<file path="config.mk">
export PLATFORM = sky130hd
export DESIGN_NAME = di_key_ctl
export DESIGN_NICKNAME = d
export VERILOG_FILES = /design/src/rtl/di_key_ctl.sv
export SDC_FILE = /design/constraint.sdc
export NUM_CORES = 1
export LEC_CHECK = 0
export CELL_PAD_IN_SITES_DETAIL_PLACEMENT = 1
export CELL_PAD_IN_SITES_GLOBAL_PLACEMENT = 1
export CORE_AREA = 2 2 72 74
export CTS_CLUSTER_DIAMETER = 80
export DETAILED_ROUTE_END_ITERATION = 7
export DIE_AREA = 0 0 74 76
export PLACE_DENSITY_LB_ADDON = 0.1
export SETUP_SLACK_MARGIN = 0.15
export SLEW_MARGIN = 20
export SYNTH_ARGS = -nofsm -noshare
export SYNTH_HDL_FRONTEND = slang
export SYNTH_SLANG_ARGS = --single-unit
</file>
<file path="constraint.sdc">
create_clock -name clk -period 1.5 [get_ports clk]
set_input_delay 0.15 -clock clk [delete_from_list [all_inputs] [get_ports clk]]
set_output_delay 0.15 -clock clk [all_outputs]
set_load 0.03 [all_outputs]
</file>
<file path="src/rtl/di_key_ctl.sv">
// Keyboard control FSM feeding the digital-clock datapath: turns ASCII key
// strobes into digit loads, run/freeze, LED select, alarm arm/disarm and
// alarm ringing. Optional macro DIGIT_RANGE_CHECK_EN limits tens digits to
// 0..5 and ones digits to 0..9; without it any digit 0..9 is accepted.
// Ports:
//   clk, rst            : clock, synchronous active-high reset
//   rx_data, rx_valid   : received key code and its one-cycle qualifier
//   i_oneSecStrb        : one pulse per second
//   di_i*/di_A*         : live clock digits / stored alarm digits
//   alarm_state         : alarm-armed flag held by the datapath
//   ld*, di_ldA*        : time / alarm digit load strobes
//   ld_num              : digit value for the active load strobe
//   dicRun              : 1 = clock counts, 0 = frozen for entry
//   dicSelectLEDdisp    : LED digit select advance pulse
//   enable_alarm        : write strobe for alarm_state
//   update_alarm        : value written to alarm_state
//   trigger_alarm       : sticky alarm ringing flag
module di_key_ctl #(
  parameter logic [7:0] ESC_CODE   = 8'h1B,
  parameter logic [7:0] ALARM_CODE = 8'h61,
  parameter logic [7:0] LED_CODE   = 8'h6C,
  parameter logic [7:0] ALON_CODE  = 8'h6E,
  parameter logic [7:0] ALOFF_CODE = 8'h66
) (
  input  logic       clk,
  input  logic       rst,
  input  logic [7:0] rx_data,
  input  logic       rx_valid,
  input  logic       i_oneSecStrb,
  input  logic [3:0] di_iMtens,
  input  logic [3:0] di_iMones,
  input  logic [3:0] di_iStens,
  input  logic [3:0] di_iSones,
  input  logic [3:0] di_AMtens,
  input  logic [3:0] di_AMones,
  input  logic [3:0] di_AStens,
  input  logic [3:0] di_ASones,
  input  logic       alarm_state,
  output logic       ldMtens,
  output logic       ldMones,
  output logic       ldStens,
  output logic       ldSones,
  output logic       di_ldAMtens,
  output logic       di_ldAMones,
  output logic       di_ldAStens,
  output logic       di_ldASones,
  output logic [3:0] ld_num,
  output logic       dicRun,
  output logic       dicSelectLEDdisp,
  output logic       enable_alarm,
  output logic       update_alarm,
  output logic       trigger_alarm
);

  typedef enum logic [3:0] {
    S_RUN,
    S_T_MT,
    S_T_MO,
    S_T_ST,
    S_T_SO,
    S_A_MT,
    S_A_MO,
    S_A_ST,
    S_A_SO
  } state_t;

  // Strobe bit order: time MT,MO,ST,SO then alarm MT,MO,ST,SO.
  localparam logic [7:0] LD_T_MT = 8'b1000_0000;
  localparam logic [7:0] LD_T_MO = 8'b0100_0000;
  localparam logic [7:0] LD_T_ST = 8'b0010_0000;
  localparam logic [7:0] LD_T_SO = 8'b0001_0000;
  localparam logic [7:0] LD_A_MT = 8'b0000_1000;
  localparam logic [7:0] LD_A_MO = 8'b0000_0100;
  localparam logic [7:0] LD_A_ST = 8'b0000_0010;
  localparam logic [7:0] LD_A_SO = 8'b0000_0001;

  state_t     state_q, state_d;
  logic [7:0] ld_q, ld_d;
  logic [3:0] num_q, num_d;
  logic       run_q, run_d;
  logic       led_q, led_d;
  logic       en_q, en_d;
  logic       upd_q, upd_d;
  logic       trig_q, trig_d;

  logic [3:0] dval;
  logic       is_dig;
  logic       tens_ok;
  logic       ones_ok;
  logic       is_esc;
  logic       match;

  assign dval    = rx_data[3:0];
  assign is_dig  = (rx_data[7:4] == 4'h3) && (dval <= 4'd9);
  assign ones_ok = is_dig;
  assign is_esc  = (rx_data == ESC_CODE);

`ifdef DIGIT_RANGE_CHECK_EN
  assign tens_ok = is_dig && (dval <= 4'd5);
`else
  assign tens_ok = is_dig;
`endif

  // Per-state digit acceptance, target strobe and successor state.
  logic       acc;
  logic [7:0] ld_sel;
  state_t     adv;

  always_comb begin
    acc    = 1'b0;
    ld_sel = 8'b0;
    adv    = S_RUN;
    unique case (state_q)
      S_T_MT: begin
        acc    = tens_ok;
        ld_sel = LD_T_MT;
        adv    = S_T_MO;
      end
      S_T_MO: begin
        acc    = ones_ok;
        ld_sel = LD_T_MO;
        adv    = S_T_ST;
      end
      S_T_ST: begin
        acc    = tens_ok;
        ld_sel = LD_T_ST;
        adv    = S_T_SO;
      end
      S_T_SO: begin
        acc    = ones_ok;
        ld_sel = LD_T_SO;
        adv    = S_RUN;
      end
      S_A_MT: begin
        acc    = tens_ok;
        ld_sel = LD_A_MT;
        adv    = S_A_MO;
      end
      S_A_MO: begin
        acc    = ones_ok;
        ld_sel = LD_A_MO;
        adv    = S_A_ST;
      end
      S_A_ST: begin
        acc    = tens_ok;
        ld_sel = LD_A_ST;
        adv    = S_A_SO;
      end
      S_A_SO: begin
        acc    = ones_ok;
        ld_sel = LD_A_SO;
        adv    = S_RUN;
      end
      default: begin
        acc    = 1'b0;
        ld_sel = 8'b0;
        adv    = S_RUN;
      end
    endcase
  end

  always_comb begin
    state_d = state_q;
    ld_d    = 8'b0;
    num_d   = num_q;
    run_d   = run_q;
    led_d   = 1'b0;
    en_d    = 1'b0;
    upd_d   = upd_q;
    if (rx_valid) begin
      if (state_q == S_RUN) begin
        unique case (1'b1)
          (rx_data == ESC_CODE): begin
            state_d = S_T_MT;
            run_d   = 1'b0;
          end
          (rx_data == ALARM_CODE): begin
            state_d = S_A_MT;
          end
          (rx_data == LED_CODE): begin
            led_d = 1'b1;
          end
          (rx_data == ALON_CODE): begin
            en_d  = 1'b1;
            upd_d = 1'b1;
          end
          (rx_data == ALOFF_CODE): begin
            en_d  = 1'b1;
            upd_d = 1'b0;
          end
          default: begin
            state_d = S_RUN;
          end
        endcase
      end else if (is_esc) begin
        // Abort keeps digits already loaded; just resume counting.
        state_d = S_RUN;
        run_d   = 1'b1;
      end else if (acc) begin
        ld_d    = ld_sel;
        num_d   = dval;
        state_d = adv;
        // Leaving time entry restarts the clock with the last digit.
        if (state_q == S_T_SO) begin
          run_d = 1'b1;
        end
      end
    end
  end

  assign match = alarm_state & run_q &
                 (di_iMtens == di_AMtens) &
                 (di_iMones == di_AMones) &
                 (di_iStens == di_AStens) &
                 (di_iSones == di_ASones);

  // Any key or disarm silences the alarm, and beats a new match.
  always_comb begin
    trig_d = trig_q;
    if (match && i_oneSecStrb) begin
      trig_d = 1'b1;
    end
    if (rx_valid || !alarm_state) begin
      trig_d = 1'b0;
    end
  end

  always_ff @(posedge clk) begin
    if (rst) begin
      state_q <= S_RUN;
      ld_q    <= 8'b0;
      num_q   <= 4'd0;
      run_q   <= 1'b1;
      led_q   <= 1'b0;
      en_q    <= 1'b0;
      upd_q   <= 1'b0;
      trig_q  <= 1'b0;
    end else begin
      state_q <= state_d;
      ld_q    <= ld_d;
      num_q   <= num_d;
      run_q   <= run_d;
      led_q   <= led_d;
      en_q    <= en_d;
      upd_q   <= upd_d;
      trig_q  <= trig_d;
    end
  end

  assign ldMtens          = ld_q[7];
  assign ldMones          = ld_q[6];
  assign ldStens          = ld_q[5];
  assign ldSones          = ld_q[4];
  assign di_ldAMtens      = ld_q[3];
  assign di_ldAMones      = ld_q[2];
  assign di_ldAStens      = ld_q[1];
  assign di_ldASones      = ld_q[0];
  assign ld_num           = num_q;
  assign dicRun           = run_q;
  assign dicSelectLEDdisp = led_q;
  assign enable_alarm     = en_q;
  assign update_alarm     = upd_q;
  assign trigger_alarm    = trig_q;

endmodule

</file>
==> flow_summary_export.csv <==
group,metric,value,unit
timing,hold_ws,0.418,ns
floorplanning,io_pins,62,
floorplanning,row_count,26,
pwr,p_leak,0.978,nW
floorplanning,initial_utilization,0.238,
floorplanning,core,0.00491,mm2
synth,synth.most_common_cell,"dfxtp_1",
outcome,failed_checks,"setup timing",
grt,track_usage,0.164,
synth,synthTopCellsByCount,"dfxtp_1, xnor2_1, nor2_1",
synth,yosysWarnings,0,
synth,synth_edf_count,0,
grt,overflow,0,
finish,ff_latch_area,433,um2
synth,synth_area_leader_cell,"dfxtp_1",
clock_tree,cts_hold_buf,0,
grt,grt_pass1_vias,1542,
flow_run,drv_cap,0,
routing,dr.pass1.iters,4,
routing,via_per_inst,4.74,
timing,fmax,0.659,GHz
timing,rsz0062_at_grt,"yes",
floorplanning,die_area,0.00562,mm2
finish,layout.cells.non_filler,295,
finish,layout-drive-gt1-share,0.338,
timing,finalCritPeriodShare,1.01,
synth,synth_cells,130,
clock_tree,cts.sinks,21,
pwr,power_density,860,mW/mm2
clock_tree,path_clk_slew,0.08,ns
placed_design,hpwl,3480,um
finish,fill_cells,565,
finish,final_net_count,271,
worst_setup_path,critPathRequiredTime,1.67,ns
timing,hold_viol_final,0,
timing,final_max_slew_viol_count,0,
synth,seq_area_frac_synth,0.359,
finish,multi_input_area,857,um2
timing,tightest_slew,0.339,ns
worst_setup_path,cp-start-kind,"flop",
finish,area_delta_synth_final,95.6,%
floorplanning,fp.dieW,74,um
worst_setup_path,arrival,1.68,ns
grt,antenna_found_initial,0,
worst_setup_path,criticalPathCategory,"flop to flop",
routing,drt_iter0_markers,27,
routing,drc,0,
finish,antenna_cells,0,
outcome,status,"finished with violations",
clock_tree,worstSkewPairLatency,0.27,ns
timing,min_period,1.52,ns
clock_tree,cts_buffer_depth,2,
routing,vias,1399,
routing,antenna_left,0,
timing,timing.final.ws_setup,-0.0177,ns
grt,grt_max_degree,13,
synth,yosysTopAreaCellShare,0.359,
placed_design,place_inst,282,
synth,syn-cell-area,0.00117,mm2
worst_setup_path,cp_max_fo,4,
grt,grt_first_pass_wirelength,7290,um
routing,wirelength,4520,um
clock_tree,htree_num_levels,1,
timing,skew,0.00349,ns
synth,netlist_top_cells_area,"dfxtp_1, xnor2_1, mux2i_1",
pwr,vdd_ir_drop_max,0.000307,V
timing,maxSlewHeadroom,0.772,
synth,synth_fp_nets,175,
routing,routedWlPerCell,15.3,um
clock_tree,cts_made_buffers,3,
clock_tree,root_buffer,"clkbuf_8",
placed_design,port-buffer-count,61,
synth,async_flop_share,0,
timing,setup-violations-final,2,
finish,utilization,0.466,
synth,synth.distinct_cells,41,
clock_tree,cts_tree,"yes",
placed_design,gp_congestion,0.887,
synth,synth_ff_type,"dfxtp_1",
synth,ys_seq_elements,21,
worst_setup_path,endpoint_kind,"flop",
synth,synth.avg_cell_area,9.01,um2
min_path,hp-class,"primary input to flop",
floorplanning,dieHeight,76,um
-- placed cells by master, fill, tap and decap left out, types with 3 or more instances in the layout --
| cell | count |
|---|---|
| a21oi_1 | 3 |
| buf_4 | 31 |
| buf_6 | 4 |
| clkbuf_8 | 3 |
| clkdlybuf4s15_1 | 4 |
| clkdlybuf4s50_1 | 15 |
| dfxtp_1 | 17 |
| dfxtp_4 | 3 |
| dlygate4sd2_1 | 42 |
| inv_1 | 3 |
| mux2i_1 | 5 |
| nand2_1 | 8 |
| nand3_2 | 3 |
| nand4_1 | 6 |
| nor2_1 | 12 |
| xnor2_1 | 15 |
-- worst paths after layout --
path | from | end | slack, ns | depth (start not counted)
worst min-delay path | rx_data[2] | ld_num[2] | 0.42 | 3
worst max-delay path | state_q[3] | state_q[1] | -0.02 | 5
worst max register to register | state_q[3] | state_q[1] | -0.02 | 5
worst min register to register | update_alarm | update_alarm | 0.47 | 2
-- per-layer routing --
layer / vias to the layer above / GRT usage / routed length, um
met5: - / 0 / 0
met1: 684 / 0.182 / 1730
met4: 0 / 0.0436 / 61
met3: 7 / 0.0317 / 217
li1: 664 / - / -
met2: 44 / 0.308 / 2510
-- kinds of logic (layout without fill, tap and decap cells) --
logic type | count (synthesis) | in the layout | synth area share
XOR/XNOR | 17 | 17 | 0.127
AND/OR/NAND/NOR | 58 | 58 | 0.305
flip-flops | 21 | 21 | 0.359
multiplexers | 5 | 5 | 0.0427
buffers and inverters | 9 | 104 | 0.0385
AO/OA/AOI/OAI | 20 | 20 | 0.128
-- cell type report --
type | count | area share
clock buffer | 3 | 0.0180
clock inverter | 1 | 0.00218
inverter | 3 | 0.00492
multi-input combinational | 100 | 0.374
sequential | 21 | 0.189
tap | 70 | 0.0382
timing repair buffer | 97 | 0.374
-- registers in the layout, indices dropped and copies added, names as in the netlist --
name	flops
ld_q	8
ld_num	4
state_q	4
dicRun	1
dicSelectLEDdisp	1
enable_alarm	1
trigger_alarm	1
update_alarm	1
-- what timing repair did --
action	CTS	global route
endpoints found under the hold margin	0	0
gates resized for setup	72	17
buffers inserted	6	3
pin swaps	28	16
setup endpoints to repair	36	17
-- critical path, cell delays in order, from the launching register on --
cell and delay (ns):
dfxtp_4 0.37, nor4_4 0.38, buf_4 0.19, a31oi_4 0.08, and2_4 0.19, a22o_1 0.20
-- where the power goes --
part	switching [mW]	leakage, nW	internal, mW	total (mW)
logic	0.419	0.781	0.527	0.945
clock network	0.203	0.0255	0.186	0.389
registers	0.0520	0.172	0.584	0.636
-- through the flow --
stage               power [mW]  TNS (ns)  setup WS (ns)  area [um2]
global route              2.07    -0.336        -0.0936        2290
global placement          1.34     -4.58         -0.327        2050
floorplan                0.976         0         0.0871        1180
detailed placement        1.35     -5.49         -0.399        2050
finish                    1.97   -0.0313        -0.0177        2290
CTS                       1.91         0        0.00355        2190
Power figures use the tool's default switching activity.
